[config.mk]
export PLATFORM = sky130hd
export DESIGN_NAME = ex_hazard_ctrl_flat
export DESIGN_NICKNAME = d
export VERILOG_FILES = /design/src/rtl/ex_hazard_if.sv /design/src/rtl/ex_hazard_ctrl.sv /design/src/flat_wrapper.sv
export SDC_FILE = /design/constraint.sdc
export NUM_CORES = 1
export LEC_CHECK = 0
export BUFFER_PORTS_ARGS = -buffer_cell sky130_fd_sc_hd__buf_2
export CAP_MARGIN = 0
export CELL_PAD_IN_SITES_DETAIL_PLACEMENT = 0
export CELL_PAD_IN_SITES_GLOBAL_PLACEMENT = 1
export CORE_MARGIN = 5
export CORE_UTILIZATION = 39
export CTS_BUF_LIST = sky130_fd_sc_hd__clkbuf_4 sky130_fd_sc_hd__clkbuf_8
export DETAILED_ROUTE_END_ITERATION = 8
export GPL_TIMING_DRIVEN = 0
export HOLD_SLACK_MARGIN = 0.12
export PLACE_DENSITY_LB_ADDON = 0.2
export REMOVE_ABC_BUFFERS = 1
export SLEW_MARGIN = 20
export SYNTH_ARGS = -nofsm -noshare
export SYNTH_HDL_FRONTEND = slang
export SYNTH_SLANG_ARGS = --single-unit
[constraint.sdc]
create_clock -name clk -period 2.32 [get_ports clk]
set_clock_uncertainty 0.1 [all_clocks]
set_input_delay 0.116 -clock clk [delete_from_list [all_inputs] [get_ports clk]]
set_output_delay 0.116 -clock clk [all_outputs]
set_load 0.005 [all_outputs]
[src/rtl/ex_hazard_if.sv]
// rtl/ex_hazard_if.sv - ID-stage operand fields in, stall and EX forward selects out
interface ex_hazard_if #(
  parameter int REG_W = 5
);
  logic             id_valid;
  logic [REG_W-1:0] id_rn;
  logic [REG_W-1:0] id_rm;
  logic             id_use_a;
  logic             id_use_b;
  logic [REG_W-1:0] id_rd;
  logic             id_reg_write;
  logic             id_mem_read;
  logic             flush;
  logic             stall;
  logic [1:0]       fwd_a_sel;
  logic [1:0]       fwd_b_sel;
  logic             ex_valid;

  modport master (
    output id_valid, id_rn, id_rm, id_use_a, id_use_b, id_rd,
           id_reg_write, id_mem_read, flush,
    input  stall, fwd_a_sel, fwd_b_sel, ex_valid
  );

  modport slave (
    input  id_valid, id_rn, id_rm, id_use_a, id_use_b, id_rd,
           id_reg_write, id_mem_read, flush,
    output stall, fwd_a_sel, fwd_b_sel, ex_valid
  );
endinterface

[src/rtl/ex_hazard_ctrl.sv]
// rtl/ex_hazard_ctrl.sv - LEGv8 EX-stage hazard/forwarding control; EX_FWD_EN enables forwarding
module ex_hazard_ctrl #(
  parameter int REG_W    = 5,
  parameter int ZERO_REG = 31
) (
  input  logic        clk,
  input  logic        reset,
  ex_hazard_if.slave  bus
);
  localparam logic [REG_W-1:0] ZR = REG_W'(ZERO_REG);

  logic             ex_v_q;
  logic [REG_W-1:0] ex_rd_q;
  logic             ex_rw_q;
  logic             mem_v_q;
  logic [REG_W-1:0] mem_rd_q;
  logic             mem_rw_q;

  logic ex_writer;
  logic mem_writer;
  logic a_hit_ex;
  logic b_hit_ex;
  logic a_hit_mem;
  logic b_hit_mem;
  logic stall_c;
  logic issue;

  assign ex_writer  = ex_v_q  & ex_rw_q  & (ex_rd_q  != ZR);
  assign mem_writer = mem_v_q & mem_rw_q & (mem_rd_q != ZR);

  // Hits only count against writers, so XZR never matches.
  assign a_hit_ex  = ex_writer  & bus.id_use_a & (bus.id_rn == ex_rd_q);
  assign b_hit_ex  = ex_writer  & bus.id_use_b & (bus.id_rm == ex_rd_q);
  assign a_hit_mem = mem_writer & bus.id_use_a & (bus.id_rn == mem_rd_q);
  assign b_hit_mem = mem_writer & bus.id_use_b & (bus.id_rm == mem_rd_q);

`ifdef EX_FWD_EN
  logic       ex_mr_q;
  logic [1:0] fa_q;
  logic [1:0] fb_q;
  logic [1:0] fa_next;
  logic [1:0] fb_next;

  // Only a load one instruction ahead cannot be forwarded in time.
  assign stall_c = bus.id_valid & ~bus.flush & ex_mr_q & (a_hit_ex | b_hit_ex);

  always_comb begin
    fa_next = 2'b00;
    fb_next = 2'b00;
    if (issue) begin
      if (a_hit_ex)       fa_next = 2'b01;
      else if (a_hit_mem) fa_next = 2'b10;
      if (b_hit_ex)       fb_next = 2'b01;
      else if (b_hit_mem) fb_next = 2'b10;
    end
  end

  always_ff @(posedge clk or posedge reset) begin
    if (reset) begin
      ex_mr_q <= 1'b0;
      fa_q    <= 2'b00;
      fb_q    <= 2'b00;
    end else begin
      ex_mr_q <= issue & bus.id_mem_read;
      fa_q    <= fa_next;
      fb_q    <= fb_next;
    end
  end

  assign bus.fwd_a_sel = fa_q;
  assign bus.fwd_b_sel = fb_q;
`else
  // Without forwarding, every RAW against EX or MEM waits for write-back.
  assign stall_c = bus.id_valid & ~bus.flush &
                   (a_hit_ex | b_hit_ex | a_hit_mem | b_hit_mem);

  assign bus.fwd_a_sel = 2'b00;
  assign bus.fwd_b_sel = 2'b00;
`endif

  assign issue = bus.id_valid & ~bus.flush & ~stall_c;

  always_ff @(posedge clk or posedge reset) begin
    if (reset) begin
      ex_v_q   <= 1'b0;
      ex_rd_q  <= '0;
      ex_rw_q  <= 1'b0;
      mem_v_q  <= 1'b0;
      mem_rd_q <= '0;
      mem_rw_q <= 1'b0;
    end else begin
      mem_v_q  <= ex_v_q;
      mem_rd_q <= ex_rd_q;
      mem_rw_q <= ex_rw_q;
      ex_v_q   <= issue;
      ex_rd_q  <= issue ? bus.id_rd : '0;
      ex_rw_q  <= issue & bus.id_reg_write;
    end
  end

  assign bus.stall    = stall_c & ~reset;
  assign bus.ex_valid = ex_v_q;
endmodule

[src/flat_wrapper.sv]
// flat-port wrapper written by rule: the top's interface ports become plain ports
module ex_hazard_ctrl_flat 
#(
  parameter int REG_W    = 5,
  parameter int ZERO_REG = 31
)
  (clk, reset, bus_id_valid, bus_id_rn, bus_id_rm, bus_id_use_a, bus_id_use_b, bus_id_rd, bus_id_reg_write, bus_id_mem_read, bus_flush, bus_stall, bus_fwd_a_sel, bus_fwd_b_sel, bus_ex_valid);
  ex_hazard_if #(.REG_W(REG_W)) bus_i ();
  input  logic clk;
  input  logic reset;
  input wire logic [$bits(bus_i.id_valid)-1:0] bus_id_valid;
  input wire logic [$bits(bus_i.id_rn)-1:0] bus_id_rn;
  input wire logic [$bits(bus_i.id_rm)-1:0] bus_id_rm;
  input wire logic [$bits(bus_i.id_use_a)-1:0] bus_id_use_a;
  input wire logic [$bits(bus_i.id_use_b)-1:0] bus_id_use_b;
  input wire logic [$bits(bus_i.id_rd)-1:0] bus_id_rd;
  input wire logic [$bits(bus_i.id_reg_write)-1:0] bus_id_reg_write;
  input wire logic [$bits(bus_i.id_mem_read)-1:0] bus_id_mem_read;
  input wire logic [$bits(bus_i.flush)-1:0] bus_flush;
  output wire logic [$bits(bus_i.stall)-1:0] bus_stall;
  output wire logic [$bits(bus_i.fwd_a_sel)-1:0] bus_fwd_a_sel;
  output wire logic [$bits(bus_i.fwd_b_sel)-1:0] bus_fwd_b_sel;
  output wire logic [$bits(bus_i.ex_valid)-1:0] bus_ex_valid;
  assign bus_i.id_valid = bus_id_valid;
  assign bus_i.id_rn = bus_id_rn;
  assign bus_i.id_rm = bus_id_rm;
  assign bus_i.id_use_a = bus_id_use_a;
  assign bus_i.id_use_b = bus_id_use_b;
  assign bus_i.id_rd = bus_id_rd;
  assign bus_i.id_reg_write = bus_id_reg_write;
  assign bus_i.id_mem_read = bus_id_mem_read;
  assign bus_i.flush = bus_flush;
  assign bus_stall = bus_i.stall;
  assign bus_fwd_a_sel = bus_i.fwd_a_sel;
  assign bus_fwd_b_sel = bus_i.fwd_b_sel;
  assign bus_ex_valid = bus_i.ex_valid;
  ex_hazard_ctrl #(.REG_W(REG_W), .ZERO_REG(ZERO_REG)) u_core (.clk(clk), .reset(reset), .bus(bus_i));
endmodule
# Word level (Yosys, flattened, before mapping)
# Index checks and enable logic that the tools add are counted.
[word_totals] ff_bits=14 output_inout_bits=6 elab_cells=36 input_bits=23
[classes] n_bitwise=23 muxes=1 eq_ne=6
[ops] op="$eq A5 B5 Y1" count=4
[ops] op="$and A1 B1 Y1" count=17
[ops] op="$ne A5 B5 Y1 const B" count=2
[ops] op="$mux W5" count=1
[ops] op="$not A1 Y1" count=3
[ops] op="$or A1 B1 Y1" count=3

# Longest topological paths before layout
# Gate-level depths: netlist (run 1).
[depth] word_depth=11 depth_mapped=5 depth_no_buf=5

# Worst setup path before layout (run 1)
# OpenSTA, ideal clock, no wires.
[synth_path] kind="register to output" from="reg u_core.ex_rd_q[3]" to="out bus_stall" path_buffers=0 arrival_ns=1.181 path_slack_ns=0.923 stages_incl_launch_ff=6 cell_sequence="dfrtp_1 > xnor2_1 > nand4_1 > o22ai_1 > a22oi_2 > nor3b_1"
[synth_via] elab_chain_len=9
[synth_lines] element="start, declared" line_no="ex_hazard_ctrl.sv:13" text="logic [REG_W-1:0] ex_rd_q;"
[synth_lines] element="start signal, assigned" line_no="ex_hazard_ctrl.sv:96" text="ex_rd_q <= issue ? bus.id_rd : '0;"
[synth_lines] element="$ne A5 B5 Y1" line_no="ex_hazard_ctrl.sv:28" text="assign ex_writer = ex_v_q & ex_rw_q & (ex_rd_q != ZR);"
[synth_lines] element="$and A1 B1 Y1" line_no="ex_hazard_ctrl.sv:28"
[synth_lines] element="$and A1 B1 Y1, on equally long branches (2 in series)" line_no="ex_hazard_ctrl.sv:32, ex_hazard_ctrl.sv:33"
[synth_lines] element="$or A1 B1 Y1 (*) (3 in series)" line_no="ex_hazard_ctrl.sv:75" text="(a_hit_ex | b_hit_ex | a_hit_mem | b_hit_mem);"
[synth_lines] element="$and A1 B1 Y1 (*)" line_no="ex_hazard_ctrl.sv:74" text="assign stall_c = bus.id_valid & ~bus.flush &"
[synth_lines] element="$and A1 B1 Y1 (*)" line_no="ex_hazard_ctrl.sv:101" text="assign bus.stall = stall_c & ~reset;"
[synth_lines] element="end, declared" line_no="flat_wrapper.sv:20" text="output wire logic [$bits(bus_i.stall)-1:0] bus_stall;"
# Every way passes the cells marked *; elsewhere a longest branch is shown, timed or not.

# Worst setup path after layout (run 1)
[layout_path] from="reg u_core.ex_rd_q[1]" to="reg u_core.ex_rd_q[0]"
[layout_via] elab_chain_len=11
[layout_lines] element="$ne A5 B5 Y1" line_no="ex_hazard_ctrl.sv:28"
[layout_lines] element="$and A1 B1 Y1" line_no="ex_hazard_ctrl.sv:28"
[layout_lines] element="$and A1 B1 Y1, on equally long branches (2 in series)" line_no="ex_hazard_ctrl.sv:32, ex_hazard_ctrl.sv:33"
[layout_lines] element="$or A1 B1 Y1 (*) (3 in series)" line_no="ex_hazard_ctrl.sv:75"
[layout_lines] element="$and A1 B1 Y1 (*)" line_no="ex_hazard_ctrl.sv:74"
[layout_lines] element="$not A1 Y1 (*)" line_no="ex_hazard_ctrl.sv:81" text="assign issue = bus.id_valid & ~bus.flush & ~stall_c;"
[layout_lines] element="$and A1 B1 Y1 (*)" line_no="ex_hazard_ctrl.sv:81"
[layout_lines] element="$mux W5 (*)" line_no="ex_hazard_ctrl.sv:96"
# Marked as above.

==> key figures, run 1 <==
Timing
  • Final setup fails: 0
  • RSZ-0062 raised after global routing: false
  • Tcrit/Tclk final: 90.11%
  • Slew Limit Fails: 0
  • Tmin final: 2.090 ns
  • Highest Clock Rate: 0.4784 GHz
  • Total negative slack: 0 ns
  • Final hold violation count: 0

Clock network
  • CTS Buf Count: 3
  • CTS root buffer: clkbuf_4
  • Clock transition at path regs: 0.08 ns
  • H-Tree Depth: 1
  • Setup Fix Bufs, Post-CTS: 0
  • Worst-Skew Late Latency: 0.27 ns
  • Post-cts sizing count: 0
  • Clk buf depth: 2
  • Clock Sink Count: 14
  • CTS tree: built

Critical path
  • R2R setup slack: 0.23 ns
  • CP Data Required Time: 2.38 ns
  • Slowest cell on the critical path: dlygate4sd3_1
  • Crit Path Class: reg -> reg
  • CP max stage delay: 0.55 ns
  • CP endpoint kind: flop
  • CP arrival: 2.15 ns
  • Crit-path cells: xnor2_1, nand4_1, o22ai_1, a22oi_2, and3_1, dlygate4sd3_1
  • CP max FO: 8
  • Worst setup SP type: flop

Die
  • FP Rows: 15
  • Die Ht: 52.95 microns
  • Starting Density: 41.22%
  • Chip Width: 52.95 microns
  • Core area: 1745 sq um
  • Die area: 2804 sq um
  • Ports: 29

Synthesis
  • Synth Area in Compound Gates: 5.217%
  • Flop and latch count out of synthesis: 14
  • Post-Syn Instances: 66
  • Avg Cell Area, Syn: 10.90 sq um
  • Area leader, netlist: dfrtp_1
  • Number of enable flip-flop cells after synthesis: 0
  • Post-synth top cells: xnor2_1, dfrtp_1, and3_1
  • Synth unique cells: 14
  • Synth warnings: 0
  • Mux cell area share after synthesis: 0%
  • XOR/XNOR Fraction of Synth Area: 24.35%
  • Largest family of logic cells by synthesized area: XOR/XNOR gates
  • Most frequent cell after synthesis: xnor2_1
  • Synth top area share: 48.70%
  • Synth top area cells: dfrtp_1, xnor2_1, and3_1, buf_4, nand4_1
  • Synth Area in Simple Gates: 16.52%
  • Ys async rst share: 100.0%
  • Synth Area in Adders: 0%
  • Register area share after synthesis: 48.70%
  • Most common flop cell mapped by yosys: dfrtp_1
  • Cell Area, Synth: 719.4 sq um

Power and ir drop
  • Static Leakage: 0.4929 nW
  • PD cells: 502.6 nW/um^2
  • Max rail drop VDD: 0.3701 mV
  • Overall power: 514.4 uW

Global routing
  • Vias in the first global route: 569
  • Gr ovfl total: 0
  • All-Layer GR Usage: 10.69%
  • Initial antenna violation count: 0
  • First-pass GRT wire length: 2173 microns
  • Largest net degree at the start of global routing: 15

Final layout
  • Seq. cell area: 350.3 sq um
  • Fraction of layout cells with a size suffix above 1: 27.36%
  • Filler cells: 150
  • Nets: 130
  • Core Util, Final: 58.64%
  • Synthesis-to-finish area growth: 42.26%
  • Multi-input gate area: 346.6 sq um
  • # diodes: 0

Route
  • Via count: 583
  • Number of detailed-route iterations in the first pass: 3
  • Via density: 4.450
  • Routed wire length per instance: 10.49 microns
  • # DRC: 0
  • Starting DRT DRC Count: 5
  • Total Wirelength: 1374 microns
  • Antenna Nets Post-Route: 0

Job
  • Max Cap Viol: 0

Outcome
  • Outcome: finished clean

Place
  • Count of input and output buffers: 23
  • Dpl hpwl: 1106 microns
  • Gpl congestion: 0.7062

Min path
  • Worst Hold Class: in -> reg
[layout by cell type (no fill, tap or decap), drive strengths merged]
master / Yosys / layout
a22oi: 1 / 1
and3: 8 / 8
dlygate4sd3: 0 / 14
clkbuf: 0 / 4
nor3b: 1 / 1
xnor2: 20 / 20
and2: 1 / 1
nor2b: 1 / 1
buf: 4 / 23
nand2: 6 / 6
dfrtp: 14 / 14
conb: 1 / 4
inv: 1 / 1
nand4: 4 / 4
o22ai: 2 / 2
a31oi: 2 / 2
[sequential cells by signal (all words and copies together), names as in the netlist]
signal,cells
u_core.ex_rd_q,5
u_core.mem_rd_q,5
u_core.bus.ex_valid,1
u_core.ex_rw_q,1
u_core.mem_rw_q,1
u_core.mem_v_q,1
[metal layers]
layer / up-vias / track usage [%] / share of wire, %
li1: 296 / - / -
met1: 264 / 11.44 / 38
met2: 21 / 19.63 / 53
met3: 2 / 2.254 / 8.2
met4: 0 / 5.106 / 0.36
met5: - / 0 / 0
[critical path: cells and delay by family (launching register included)]
family / cells / cell delay, ns
AND/OR/NAND/NOR: 2 / 0.32
XOR/XNOR: 1 / 0.21
flip-flops: 1 / 0.44
AO/OA/AOI/OAI: 2 / 0.37
buffers and inverters: 1 / 0.55
[cell type report]
| type | count | share of cell area (%) |
|---|---|---|
| flip-flops and latches | 14 | 34.23 |
| well taps | 25 | 3.056 |
| repair buffers | 37 | 24.94 |
| multi-input cells | 50 | 33.86 |
| inverters | 1 | 0.3667 |
| clock buffers | 4 | 3.545 |
[report_power, final]
group          leakage, nW  internal [mW]  switching [mW]  total (mW)
clock               0.0210         0.0953          0.0698       0.165
sequential           0.187          0.253         0.00957       0.263
combinational        0.285         0.0528          0.0334      0.0862
total                0.493          0.402           0.113       0.514
[per-stage QoR]
stage          cells  worst slack [ns]  instance area (sq um)  hold slack [ns]
6_report         131            0.2296                   1023           0.2196
3_5_place_dp     113            0.6884                  847.1          0.07396
2_1_floorplan     65            0.9231                  700.7         -0.09478
4_1_cts          131            0.2213                   1023           0.2118
3_3_place_gp     113            0.6835                  847.1          0.06606
5_1_grt          131            0.1556                   1023           0.2311
[path summary, 6_finish.rpt]
path	end	cells after the start	from
worst max-delay path	u_core.ex_rd_q[0]	6	u_core.ex_rd_q[1]
worst min register to register	u_core.mem_rw_q	0	u_core.ex_rw_q
worst min-delay path	u_core.bus.ex_valid	3	bus_id_valid
min in group asynchronous	u_core.mem_rd_q[0]	3	reset
worst max register to register	u_core.ex_rd_q[0]	6	u_core.ex_rd_q[1]
max in group asynchronous	u_core.mem_rd_q[2]	3	reset
[cells by family (layout without fill, tap and decap cells)]
group                     after synthesis  count (layout)
AOI/OAI and AO/OA                       5               5
xor gates and xnor gates               20              20
buffers and inverters                   5              42
DFF                                    14              14
other                                   1               4
and+or+nand+nor                        21              21
[what timing repair did]
item,in CTS,in global routing
hold endpoints to repair,21,0
hold buffers,14,0
endpoints found under the setup margin,0,0
Note: power is estimated with default switching activity, not from simulation.
==> inputs of run 2 (changes only) <==
Settings changed: CELL_PAD_IN_SITES_DETAIL_PLACEMENT 0 to 2, CELL_PAD_IN_SITES_GLOBAL_PLACEMENT 1 to 2, CORE_UTILIZATION 39 to 31.
==> run 2 against run 1 <==
Against the previous run:
- sequential share of layout area is 1.8 points higher
- register-to-register slack got worse by 0.02 ns
- combinational power decreased by 2%
- die area grew 21%
- clock power shrank 25%
- core utilization fell by 15 points
- via count is 3.1% higher
- sequential cell count unchanged
- global-route usage is 0.12 points higher
- cell area down 4.9%
- maximum frequency shrank 0.89%
- largest power group unchanged
- highest routed layer unchanged
==> key figures, run 2 (same netlist as run 1, synthesis figures left out) <==
Critical path
  • Slowest cell on the critical path: dlygate4sd3_1
  • Crit-path cells: xnor2_1, nand4_1, o22ai_1, a22oi_2, and3_1, dlygate4sd3_1
  • CP max FO: 8
  • Crit Path Class: reg -> reg
  • CP max stage delay: 0.55 ns
  • Worst setup SP type: flop
  • CP Data Required Time: 2.37 ns
  • CP arrival: 2.16 ns
  • CP endpoint kind: flop

Die
  • Die area: 3384 sq um
  • FP Rows: 17
  • Core area: 2212 sq um
  • Die Ht: 58.18 microns
  • Chip Width: 58.18 microns
  • Starting Density: 32.52%
  • Ports: 29

Clock network
  • Clock Sink Count: 14
  • Clock transition at path regs: 0.07 ns
  • CTS root buffer: clkbuf_4
  • Clk buf depth: 2
  • CTS tree: built
  • CTS Buf Count: 3
  • Hold Buf Count CTS: 10
  • Setup Fix Bufs, Post-CTS: 0
  • H-Tree Depth: 1
  • Worst-Skew Late Latency: 0.27 ns
  • Post-cts sizing count: 0

Timing
  • Final hold violation count: 0
  • Tmin final: 2.109 ns
  • Highest Clock Rate: 0.4741 GHz
  • Slew Limit Fails: 0
  • Worst-margin pin slew: 0.5016 ns
  • Tcrit/Tclk final: 90.91%
  • Relative slew slack: 66.52%
  • Total negative slack: 0 ns
  • Final setup fails: 0
  • RSZ-0062 raised after global routing: false

Final layout
  • Core Util, Final: 44.00%
  • # diodes: 0
  • Seq. cell area: 350.3 sq um
  • Filler cells: 243
  • Post-route insts no fill: 129
  • Commonest non-fill, non-tap cell in the layout: buf_2
  • Multi-input gate area: 346.6 sq um
  • Finished Cell Area: 973.4 sq um
  • Fraction of layout cells with a size suffix above 1: 27.72%
  • Nets: 126
  • Top Registers: u_core.ex_rd_q (5), u_core.mem_rd_q (5)
  • Most frequent cells in the layout: buf_2, xnor2_1, dfrtp_1
  • Synthesis-to-finish area growth: 35.30%

Place
  • Gpl congestion: 0.6961
  • Placed Area: 850.8 sq um
  • Dpl cells: 116
  • Count of input and output buffers: 23

Route
  • Via count: 601
  • Antenna Nets Post-Route: 0
  • Number of detailed-route iterations in the first pass: 2
  • Routed wire length per instance: 13.00 microns
  • # DRC: 0
  • Total Wirelength: 1677 microns
  • Starting DRT DRC Count: 7
  • Via density: 4.659

Global routing
  • Vias in the first global route: 655
  • Initial antenna violation count: 0
  • First-pass GRT wire length: 2725 microns
  • Largest net degree at the start of global routing: 15
  • All-Layer GR Usage: 10.81%
  • Gr ovfl total: 0

Power and ir drop
  • PD cells: 484.7 nW/um^2
  • Max rail drop VDD: 0.3759 mV
  • Overall power: 471.8 uW
  • Static Leakage: 0.4627 nW

Outcome
  • Outcome: finished clean

Min path
  • Worst Hold Class: in -> reg

Job
  • Max Cap Viol: 0
-- run 2: cell type report --
cell class / instances / share of cell area, %
Sequential cell: 14 / 35.99
Multi-Input combinational cell: 50 / 35.60
Clock buffer: 3 / 2.314
Inverter: 1 / 0.3856
Timing Repair Buffer: 33 / 22.11
Tap cell: 28 / 3.599
-- run 2: worst paths after layout --
kind	depth (start not counted)	end	slack, ns	start
setup reg to reg	6	u_core.ex_rd_q[4]	0.21	u_core.mem_rd_q[3]
max in group asynchronous	3	u_core.ex_rd_q[2]	1.45	reset
hold / removal	3	u_core.ex_rd_q[0]	0.13	bus_flush
min in group asynchronous	3	u_core.ex_rd_q[4]	0.33	reset
hold reg to reg	0	u_core.mem_rw_q	0.28	u_core.ex_rw_q
setup / recovery	6	u_core.ex_rd_q[4]	0.21	u_core.mem_rd_q[3]
-- run 2: power by group --
group	switching [mW]	total, mW	internal, mW
combinational	0.0349	0.0842	0.0493
clock	0.0640	0.124	0.0600
sequential	0.0100	0.264	0.254
total	0.109	0.472	0.363
-- run 2: critical path, delay by kind of cell (launching register included) --
kind	cells	cell delay [ns]
compound gates	2	0.42
xor+xnor	1	0.19
buf+inv	1	0.55
flops	1	0.42
simple gates	2	0.33
-- run 2: routing by layer --
| metal | vias up | wire [microns] | part of all wire (%) | global-route usage (%) |
|---|---|---|---|---|
| li1 | 288 | - | - | - |
| met1 | 287 | 636 | 38 | 11.23 |
| met2 | 24 | 868 | 52 | 20.97 |
| met3 | 2 | 148 | 8.8 | 2.227 |
| met4 | 0 | 24 | 1.4 | 3.974 |
| met5 | - | 0 | 0 | 0 |
-- run 2: per-stage QoR --
step | worst slack, ns | hold WS [ns]
3_5_place_dp | 0.6381 | 0.08425
2_1_floorplan | 0.9231 | -0.09478
5_1_grt | 0.05328 | 0.1460
6_report | 0.2109 | 0.1336
3_3_place_gp | 0.6965 | 0.06906
4_1_cts | 0.2054 | 0.1203
==> inputs of run 3 (changes only) <==
--- a/config.mk
+++ b/config.mk
@@ -6,4 +6,5 @@
 export NUM_CORES = 1
 export LEC_CHECK = 0
+export ABC_AREA = 1
 export BUFFER_PORTS_ARGS = -buffer_cell sky130_fd_sc_hd__buf_2
 export CAP_MARGIN = 0
@@ -11,5 +12,5 @@
 export CELL_PAD_IN_SITES_GLOBAL_PLACEMENT = 2
 export CORE_MARGIN = 5
-export CORE_UTILIZATION = 31
+export CORE_UTILIZATION = 28
 export CTS_BUF_LIST = sky130_fd_sc_hd__clkbuf_4 sky130_fd_sc_hd__clkbuf_8
 export DETAILED_ROUTE_END_ITERATION = 8
@@ -18,5 +19,5 @@
 export PLACE_DENSITY_LB_ADDON = 0.2
 export REMOVE_ABC_BUFFERS = 1
-export SLEW_MARGIN = 20
+export SLEW_MARGIN = 5
 export SYNTH_ARGS = -nofsm -noshare
 export SYNTH_HDL_FRONTEND = slang
==> constraint.sdc (replaced) <==
create_clock -name clk -period 2.32 [get_ports clk]
set_clock_uncertainty 0.1 [all_clocks]
set_input_delay 0.232 -clock clk [delete_from_list [all_inputs] [get_ports clk]]
set_output_delay 0.232 -clock clk [all_outputs]
set_load 0.005 [all_outputs]
==> run 3 against run 2 <==
Against the previous run:
- via count increased by 55%
- cell area increased by 17%
- clock-buffer cell count unchanged
- sequential cell count unchanged
- clock power increased by 4%
- register-to-register slack better by 0.71 ns
- maximum frequency up 5.5%
- critical path depth stayed put
- setup slack improved by 0.11 ns
- sequential share of layout area is 5.2 points lower
- largest cell class is now multi-input combinational cells
- largest power group unchanged
==> key figures, run 3 <==
Place
  • Dpl cells: 211
  • Count of input and output buffers: 23
  • Gpl congestion: 0.7347
  • Dpl hpwl: 2270 microns

Final layout
  • Core Util, Final: 37.25%
  • Commonest non-fill, non-tap cell in the layout: nand2_1
  • Top Registers: u_core.ex_rd_q (5), u_core.mem_rd_q (5)
  • # diodes: 0
  • Most frequent cells in the layout: nand2_1, inv_1, nor2_1
  • Post-route insts no fill: 221
  • Synthesis-to-finish area growth: 27.31%
  • Nets: 202
  • Fraction of layout cells with a size suffix above 1: 19.21%

Clock network
  • CTS Buf Count: 3
  • CTS tree: built
  • Post-cts sizing count: 0
  • H-Tree Depth: 1
  • Worst-Skew Late Latency: 0.27 ns
  • Clock transition at path regs: 0.07 ns
  • CTS root buffer: clkbuf_4
  • Clock Sink Count: 14
  • Clk buf depth: 2

Timing
  • Total negative slack: 0 ns
  • Highest Clock Rate: 0.5003 GHz
  • Relative slew slack: 64.04%
  • Final hold violation count: 0
  • Final setup fails: 0
  • Tcrit/Tclk final: 86.16%
  • Tmin final: 1.999 ns
  • Worst-margin pin slew: 0.5387 ns
  • RSZ-0062 raised after global routing: false
  • Slew Limit Fails: 0

Route
  • Number of detailed-route iterations in the first pass: 4
  • Total Wirelength: 2594 microns
  • WL met2: 1403 microns
  • Antenna Nets Post-Route: 0
  • Starting DRT DRC Count: 12
  • # DRC: 0
  • Metal3 WL: 122 microns
  • Via density: 4.213
  • M1 WL: 1019 microns
  • Top sig layer: met4
  • Via count: 931
  • Routed wire length per instance: 11.74 microns

Global routing
  • First-pass GRT wire length: 4360 microns
  • Largest net degree at the start of global routing: 16
  • All-Layer GR Usage: 13.44%
  • Initial antenna violation count: 0
  • Vias in the first global route: 1,002
  • Gr ovfl total: 0

Critical path
  • Most frequent cell on the critical path: buf_2
  • CP endpoint kind: output port
  • Crit-path cells: dlygate4sd3_1, buf_2, inv_1, nand2_1, a21oi_2, buf_2
  • Cell class contributing the biggest share of worst-path delay: buffers and inverters
  • Critical Path Start: reset
  • Reg2Reg Capture Point: u_core.ex_rd_q[0]
  • Worst setup SP type: primary input
  • Crit Path Class: in -> out
  • RR Startpoint: u_core.mem_rd_q[3]
  • CP arrival: 1.67 ns
  • Critical Path Stages: 6
  • Slowest cell on the critical path: dlygate4sd3_1
  • CP max stage delay: 0.54 ns
  • R2R setup slack: 0.92 ns
  • WP buf/inv: 4
  • Worst R2R Path Depth: 9
  • CP max FO: 15
  • Worst setup path endpoint: bus_stall
  • CP Data Required Time: 1.99 ns

Power and ir drop
  • Max rail drop VDD: 0.3268 mV
  • Static Leakage: 0.6904 nW
  • Overall power: 489.5 uW
  • PD cells: 430.4 nW/um^2

Synthesis
  • Number of enable flip-flop cells after synthesis: 0
  • Most common flop cell mapped by yosys: dfrtp_1
  • Avg Cell Area, Syn: 6.161 sq um
  • Area leader, netlist: dfrtp_1
  • Post-Syn Instances: 145
  • Post-synth top cells: nand2_1, inv_1, nor2_1
  • Flop and latch count out of synthesis: 14
  • Synth unique cells: 13
  • Ys async rst share: 100.0%
  • Synth warnings: 0
  • Synth top area cells: dfrtp_1, nand2_1, inv_1, nor2_1, nand3_1
  • Cell Area, Synth: 893.4 sq um
  • Synth top area share: 39.22%
  • Register area share after synthesis: 39.22%
  • Most frequent cell after synthesis: nand2_1

Die
  • Die Ht: 66.49 microns
  • Chip Width: 66.49 microns
  • FP Rows: 20
  • Ports: 29
  • Core area: 3053 sq um
  • Die area: 4420 sq um
  • Starting Density: 29.26%

Min path
  • Worst hold path depth: 5
  • Worst Hold Class: in -> reg

Outcome
  • Outcome: finished clean

Job
  • Max Cap Viol: 0
==> run 3: worst min-delay path by stage <==
stage,from,endpoint,slack (ns)
after floorplan,reset,u_core.bus.ex_valid,0.03
after global placement,reset,u_core.ex_rd_q[4],0.19
after detailed placement,reset,u_core.ex_rd_q[3],0.20
after CTS,bus_id_valid,u_core.ex_rd_q[3],0.28
after global routing,bus_id_valid,u_core.ex_rw_q,0.30
final,bus_id_valid,u_core.ex_rd_q[3],0.28
==> run 3: worst register-to-register path: stages (launching register included) <==
cell     delay, ns
dfrtp_1       0.42
inv_1         0.08
nand2_1       0.06
nand2_1       0.05
nor2_1        0.14
nand3_1       0.09
nand2_1       0.09
nand2_2       0.08
nand3_4       0.12
nor2_1        0.06
==> run 3: cell families (layout without fill, tap and decap cells) <==
logic type / after synthesis / count (layout) / share of synthesized area [%]
other cells: 1 / 4 / 0.4198
compound gates: 3 / 3 / 2.101
flops: 14 / 14 / 39.22
buf+inv: 34 / 63 / 15.97
simple gates: 93 / 93 / 42.30
==> run 3: power by group <==
part / switching [mW] / leakage (nW) / internal (mW) / total [mW]
clock network: 0.0693 / 0.0138 / 0.0601 / 0.129
registers: 0.0104 / 0.187 / 0.254 / 0.264
logic: 0.0542 / 0.489 / 0.0421 / 0.0963
total: 0.134 / 0.690 / 0.356 / 0.490
==> run 3: through the flow <==
stage | cell area (sq um) | setup slack (ns) | hold slack [ns]
floorplan | 874.6 | 1.050 | 0.02942
global placement | 1045 | 0.7675 | 0.1927
detailed placement | 1045 | 0.7223 | 0.2012
CTS | 1137 | 0.2845 | 0.2804
global route | 1137 | 0.1162 | 0.2991
finish | 1137 | 0.3210 | 0.2788
==> run 3: layout make-up <==
class                      count  area, sq um
clock buffer                   3        22.52
fill                         400         1916
inverter                      30        112.6
multi-input combinational    100        411.6
sequential                    14        350.3
tap                           44        55.05
timing repair buffer          30        185.2
==> run 3: what timing repair did <==
| item | in CTS | in global routing |
|---|---|---|
| buffers inserted | 0 | 0 |
| hold buffers | 7 | 0 |
| endpoints found under the hold margin | 20 | 0 |
==> run 3: per-layer routing <==
metal,up-vias,global-route usage (%)
li1,476,-
met1,431,13.73
met2,20,26.27
met3,4,2.024
met4,0,6.091
met5,-,0
